**config.mk**
```make
export PLATFORM = sky130hd
export DESIGN_NAME = puf_scan_auth_controller
export DESIGN_NICKNAME = d
export VERILOG_FILES = /design/src/rtl/puf_scan_auth_controller.sv
export SDC_FILE = /design/constraint.sdc
export NUM_CORES = 1
export LEC_CHECK = 0
export ABC_AREA = 1
export CAP_MARGIN = 20
export CORE_AREA = 2 2 118 149
export CTS_CLUSTER_DIAMETER = 60
export DETAILED_ROUTE_END_ITERATION = 16
export DIE_AREA = 0 0 120 151
export GPL_TIMING_DRIVEN = 0
export SKIP_LAST_GASP = 1
export SLEW_MARGIN = 20
export SYNTH_ARGS = -nofsm -noshare
export SYNTH_HDL_FRONTEND = slang
export SYNTH_SLANG_ARGS = --single-unit
```
**constraint.sdc**
```tcl
create_clock -name clk -period 2.2 [get_ports clk]
set_input_delay 0.44 -clock clk [delete_from_list [all_inputs] [get_ports clk]]
set_output_delay 0.44 -clock clk [all_outputs]
set_load 0.02 [all_outputs]
```
**src/rtl/puf_scan_auth_controller.sv**
```systemverilog
// Sequencer for the PUF scan-enable counter: fetches a PUF response, derives the
// shift/capture window lengths, and holds counter_start until the window plus guard is covered.
module puf_scan_auth_controller #(
  parameter int unsigned N_AUTH_MIN  = 16,
  parameter int unsigned L_SCAN_MIN  = 8,
  parameter int unsigned GUARD       = 2,
  parameter int unsigned PUF_TIMEOUT = 64
) (
  input  logic        clk,
  input  logic        rst_n,
  input  logic        auth_req,
  input  logic        abort,
  output logic        puf_req,
  input  logic        puf_valid,
  input  logic [31:0] puf_response,
  output logic [15:0] n_auth,
  output logic [15:0] l_scan,
  output logic        counter_start,
  input  logic [15:0] current_count,
  output logic        auth_busy,
  output logic        auth_done,
  output logic        auth_error
);

  localparam int unsigned CW = 16;
  localparam int unsigned FW = 10;
  localparam int unsigned TW = $clog2(PUF_TIMEOUT + 1);

  localparam logic [2:0] S_IDLE  = 3'd0;
  localparam logic [2:0] S_FETCH = 3'd1;
  localparam logic [2:0] S_LOAD  = 3'd2;
  localparam logic [2:0] S_RUN   = 3'd3;
  localparam logic [2:0] S_DONE  = 3'd4;
  localparam logic [2:0] S_ERROR = 3'd5;

  logic [2:0]      state, state_nxt;
  logic [TW-1:0]   tmo, tmo_nxt;
  logic [2*FW-1:0] resp, resp_nxt;
  logic [CW-1:0]   end_count, end_count_nxt;
  logic [CW-1:0]   n_auth_nxt, l_scan_nxt;
  logic [CW-1:0]   n_new, l_new;
  logic            puf_req_nxt, counter_start_nxt, auth_busy_nxt, auth_done_nxt, auth_error_nxt;

  // Only the two 10-bit offset fields of the response are meaningful.
  logic unused_resp_bits;
  assign unused_resp_bits = ^{puf_response[31:26], puf_response[15:10]};

  // State and all output registers.
  always_ff @(posedge clk or negedge rst_n) begin
    if (!rst_n) begin
      state         <= S_IDLE;
      tmo           <= '0;
      resp          <= '0;
      end_count     <= '0;
      n_auth        <= '0;
      l_scan        <= '0;
      puf_req       <= 1'b0;
      counter_start <= 1'b0;
      auth_busy     <= 1'b0;
      auth_done     <= 1'b0;
      auth_error    <= 1'b0;
    end else begin
      state         <= state_nxt;
      tmo           <= tmo_nxt;
      resp          <= resp_nxt;
      end_count     <= end_count_nxt;
      n_auth        <= n_auth_nxt;
      l_scan        <= l_scan_nxt;
      puf_req       <= puf_req_nxt;
      counter_start <= counter_start_nxt;
      auth_busy     <= auth_busy_nxt;
      auth_done     <= auth_done_nxt;
      auth_error    <= auth_error_nxt;
    end
  end

  assign n_new = CW'(N_AUTH_MIN) + CW'(resp[FW-1:0]);
  assign l_new = CW'(L_SCAN_MIN) + CW'(resp[2*FW-1:FW]);

  // Next-state and next-output logic; abort pre-empts every other transition.
  always_comb begin
    state_nxt         = state;
    tmo_nxt           = tmo;
    resp_nxt          = resp;
    end_count_nxt     = end_count;
    n_auth_nxt        = n_auth;
    l_scan_nxt        = l_scan;
    puf_req_nxt       = puf_req;
    counter_start_nxt = counter_start;
    auth_done_nxt     = auth_done;
    auth_error_nxt    = auth_error;

    if (abort) begin
      state_nxt         = S_IDLE;
      puf_req_nxt       = 1'b0;
      counter_start_nxt = 1'b0;
      auth_done_nxt     = 1'b0;
      auth_error_nxt    = 1'b0;
    end else begin
      case (state)
        S_IDLE: begin
          if (auth_req) begin
            state_nxt   = S_FETCH;
            puf_req_nxt = 1'b1;
            tmo_nxt     = '0;
          end
        end
        S_FETCH: begin
          if (puf_valid) begin
            resp_nxt    = {puf_response[25:16], puf_response[9:0]};
            puf_req_nxt = 1'b0;
            state_nxt   = S_LOAD;
          end else if (tmo == TW'(PUF_TIMEOUT - 1)) begin
            puf_req_nxt    = 1'b0;
            auth_error_nxt = 1'b1;
            state_nxt      = S_ERROR;
          end else begin
            tmo_nxt = tmo + TW'(1);
          end
        end
        S_LOAD: begin
          n_auth_nxt        = n_new;
          l_scan_nxt        = l_new;
          end_count_nxt     = n_new + l_new + CW'(GUARD);
          counter_start_nxt = 1'b1;
          state_nxt         = S_RUN;
        end
        S_RUN: begin
          // current_count lags by a cycle and reads 0 early on, so >= needs no special case.
          if (current_count >= end_count) begin
            counter_start_nxt = 1'b0;
            auth_done_nxt     = 1'b1;
            state_nxt         = S_DONE;
          end
        end
        S_DONE, S_ERROR: begin
          if (!auth_req) begin
            auth_done_nxt  = 1'b0;
            auth_error_nxt = 1'b0;
            state_nxt      = S_IDLE;
          end
        end
        default: begin
          state_nxt         = S_IDLE;
          puf_req_nxt       = 1'b0;
          counter_start_nxt = 1'b0;
          auth_done_nxt     = 1'b0;
          auth_error_nxt    = 1'b0;
        end
      endcase
    end

    auth_busy_nxt = (state_nxt == S_FETCH) || (state_nxt == S_LOAD) || (state_nxt == S_RUN);
  end

endmodule

```
==> key figures <==
Synth
  – Yosys top cell by area: dfrtp_1
  – Post-synth EDFFs: 0
  – Synth Area per Inst: 8.42 um^2
  – Post-synth top cells: 118 x nand2_1, 70 x dfrtp_1, 60 x inv_1, 42 x nor2_1, 37 x ha_1
  – Post-Syn Instances: 487
  – Yosys Warn Count: 0
  – Register area share after synthesis: 42.7%
  – #FFs+latches synth: 70
  – Most common cell in the netlist: nand2_1
  – Post-Syn Area: 4100 um^2
  – Top cells by area, synth: dfrtp_1 43%, ha_1 11%, nand2_1 11%
  – Synth top area share: 42.7%
  – Distinct cell type count after synthesis: 43
  – Dominant synthesized flop cell: dfrtp_1
  – Post-synthesis async set-or-reset flop share: 100%

Floorplan
  – Initial Util: 24.6%
  – Die area: 18100 um^2
  – Core area: 16600 um^2
  – Die Y: 151 um
  – Cell Rows: 53
  – I/O Pins: 90
  – Die Wd: 120 um

Detailed routing
  – Residual DRC: 0
  – Vias per cell: 4.16
  – ANT nets after route: 0
  – Final WL: 10500 um
  – Drt pass-1 iters: 4
  – Vias: 3369
  – Iter 0 DRT Violations: 96
  – Wire length per cell: 13.0 um

Timing
  – Final Hold Viols: 0
  – RSZ-0062 raised after global routing: yes
  – Max-slew headroom at the worst pin: 63.9%
  – Hold_ws: 0.0159 ns
  – Minimum clock period after layout: 2.47 ns
  – Crit share post-route: 112%
  – Tightest Pin Transition: 0.542 ns
  – Skew final: 0.00854 ns
  – Count of pins over their slew limit: 0
  – Final Setup Violations: 5
  – FMAX: 405 MHz
  – Min setup slack post-route: -0.268 ns
  – Setup Total Neg Slack: -0.708 ns

Cells and area
  – Design area: 5850 um^2
  – Final #Nets: 675
  – # diodes: 0
  – Layout cells sized above 1: 18.7%
  – Layout area overhead: 42.5%

Power
  – Switching Power: 3.12 mW
  – Flop pwr share: 24.8%
  – Peak VDD IR: 648 uV
  – Leakage: 2.72 nW
  – Total power: 8.02 mW
  – Pwr dens: 1370 nW/um^2
  – Comb pwr share: 54.1%
  – Share of power burned in the clock network: 21.1%
  – Sw Ratio: 38.9%
  – Cell internal pwr: 4.90 mW

GRT
  – Largest net degree at the start of global routing: 44
  – Vias in the first global route: 3343
  – Antenna violations before repair: 0
  – GR Overflow Total: 0
  – First-pass GRT wire length: 16500 um
  – Tot GR Track Use: 11.8%

Critical path
  – Worst Reg-to-Reg Cells: 11
  – CP required: 2.45 ns
  – CP Capture Type: flop
  – Crit Path Class: flop to flop
  – Worst R2R Setup Slack: -0.27 ns
  – FF-to-FF End: end_count[11]
  – CP Launch Type: flop
  – Critical R2R Launch: resp[4]
  – WP data arrival: 2.72 ns
  – CP max FO: 4

Placed design
  – Detailed Place HPWL: 8090 um
  – Gpl congestion: 0.853
  – PortBufs: 67
  – Place WS: -0.472 ns
  – Area after DPL: 5190 um^2

Clock network
  – CTS tree: yes
  – Root buffer cell: clkbuf_16
  – Clock-pin slew on the worst setup and hold paths: 0.06 ns
  – Clock sinks: 70
  – H-tree Lvls: 3
  – TritonCTS Buffers: 9
  – CTS max path bufs: 2
  – Clock Latency Late Sink: 0.34 ns

Flow run
  – Max cap viols: 0

Status
  – Violated checks: setup timing
  – Outcome: finished, violations left

Worst hold path
  – Hold WC Path Type: input port to async pin
critical path: stages (launching register included):
cell      delay [ns]
dfrtp_1         0.41
ha_1            0.25
nand3_2         0.11
xor2_2          0.25
ha_4            0.25
ha_4            0.28
nand2_1         0.10
nor3_4          0.21
nand2_1         0.07
o211ai_1        0.27
nand3_1         0.11
o221ai_1        0.08
how the worst max path moves through the flow:
stage,startpoint,end
CTS,resp[15],end_count[11]
finish,resp[4],end_count[11]
global placement,rst_n,resp[12]
detailed placement,resp[13],end_count[11]
floorplan,resp[13],end_count[11]
global route,resp[14],end_count[11]
what timing repair did:
item	in CTS	in global routing
hold buffers	0	0
cloned	0	0
gates resized for setup	9	36
endpoints found under the hold margin	0	0
endpoints found under the setup margin	7	8
pin swaps	9	18
buffers inserted	4	5
state kept, by name, indices dropped and copies added (netlist names), 3 cells and up:
| name | count |
|---|---|
| resp | 20 |
| end_count | 13 |
| l_scan | 11 |
| n_auth | 11 |
| tmo | 7 |
| state | 3 |
layout make-up:
cell class / instances / area (um^2)
tap: 220 / 275
buffer: 20 / 139
inverter: 63 / 241
multi-input combinational: 343 / 2320
fill: 1662 / 10800
clock inverter: 5 / 106
clock buffer: 11 / 243
sequential: 70 / 1750
timing repair buffer: 77 / 763
metrics by stage:
| step | cells | utilization, % |
|---|---|---|
| 2_1_floorplan | 496 | - |
| 3_3_place_gp | 783 | 31.0 |
| 3_5_place_dp | 784 | 31.2 |
| 4_1_cts | 804 | 33.9 |
| 5_1_grt | 809 | 35.1 |
| 6_report | 809 | 35.1 |
power groups by stage:
stage | clock (mW) | combinational, mW | sequential, mW
floorplan | 0 | 2.25 | 2.17
global placement | 0 | 3.50 | 1.98
detailed placement | 0 | 3.55 | 1.99
CTS | 1.72 | 3.82 | 1.98
global route | 1.77 | 4.79 | 2.05
finish | 1.69 | 4.34 | 1.99
cells by family (layout without fill, tap and decap cells):
family | Yosys count | count (layout) | share of synthesized area (%)
mux | 8 | 8 | 2.35
other cells | 1 | 10 | 0.0914
compound gates | 75 | 75 | 9.85
simple gates | 198 | 198 | 21.0
buf+inv | 83 | 176 | 9.21
fa+ha+maj | 38 | 38 | 11.8
flops | 70 | 70 | 42.7
xor+xnor | 14 | 14 | 2.99
layout by cell type, fill, tap and decap left out, types with 13 or more instances in the layout:
master	n
ha_1	24
inv_1	56
ha_4	13
clkdlybuf4s50_1	66
o21ai_0	24
nor2_1	40
dfrtp_1	68
nand2_1	115
a21oi_1	26
buf_4	22
metal layers:
metal  track usage, %  up-vias  wire length, um
met3             2.97        9              475
li1                 -     1743                -
met5                0        -                0
met4             4.41        0              149
met2             21.1       62             5490
met1             13.6     1555             4410
Note: power is estimated with default switching activity, not from simulation.
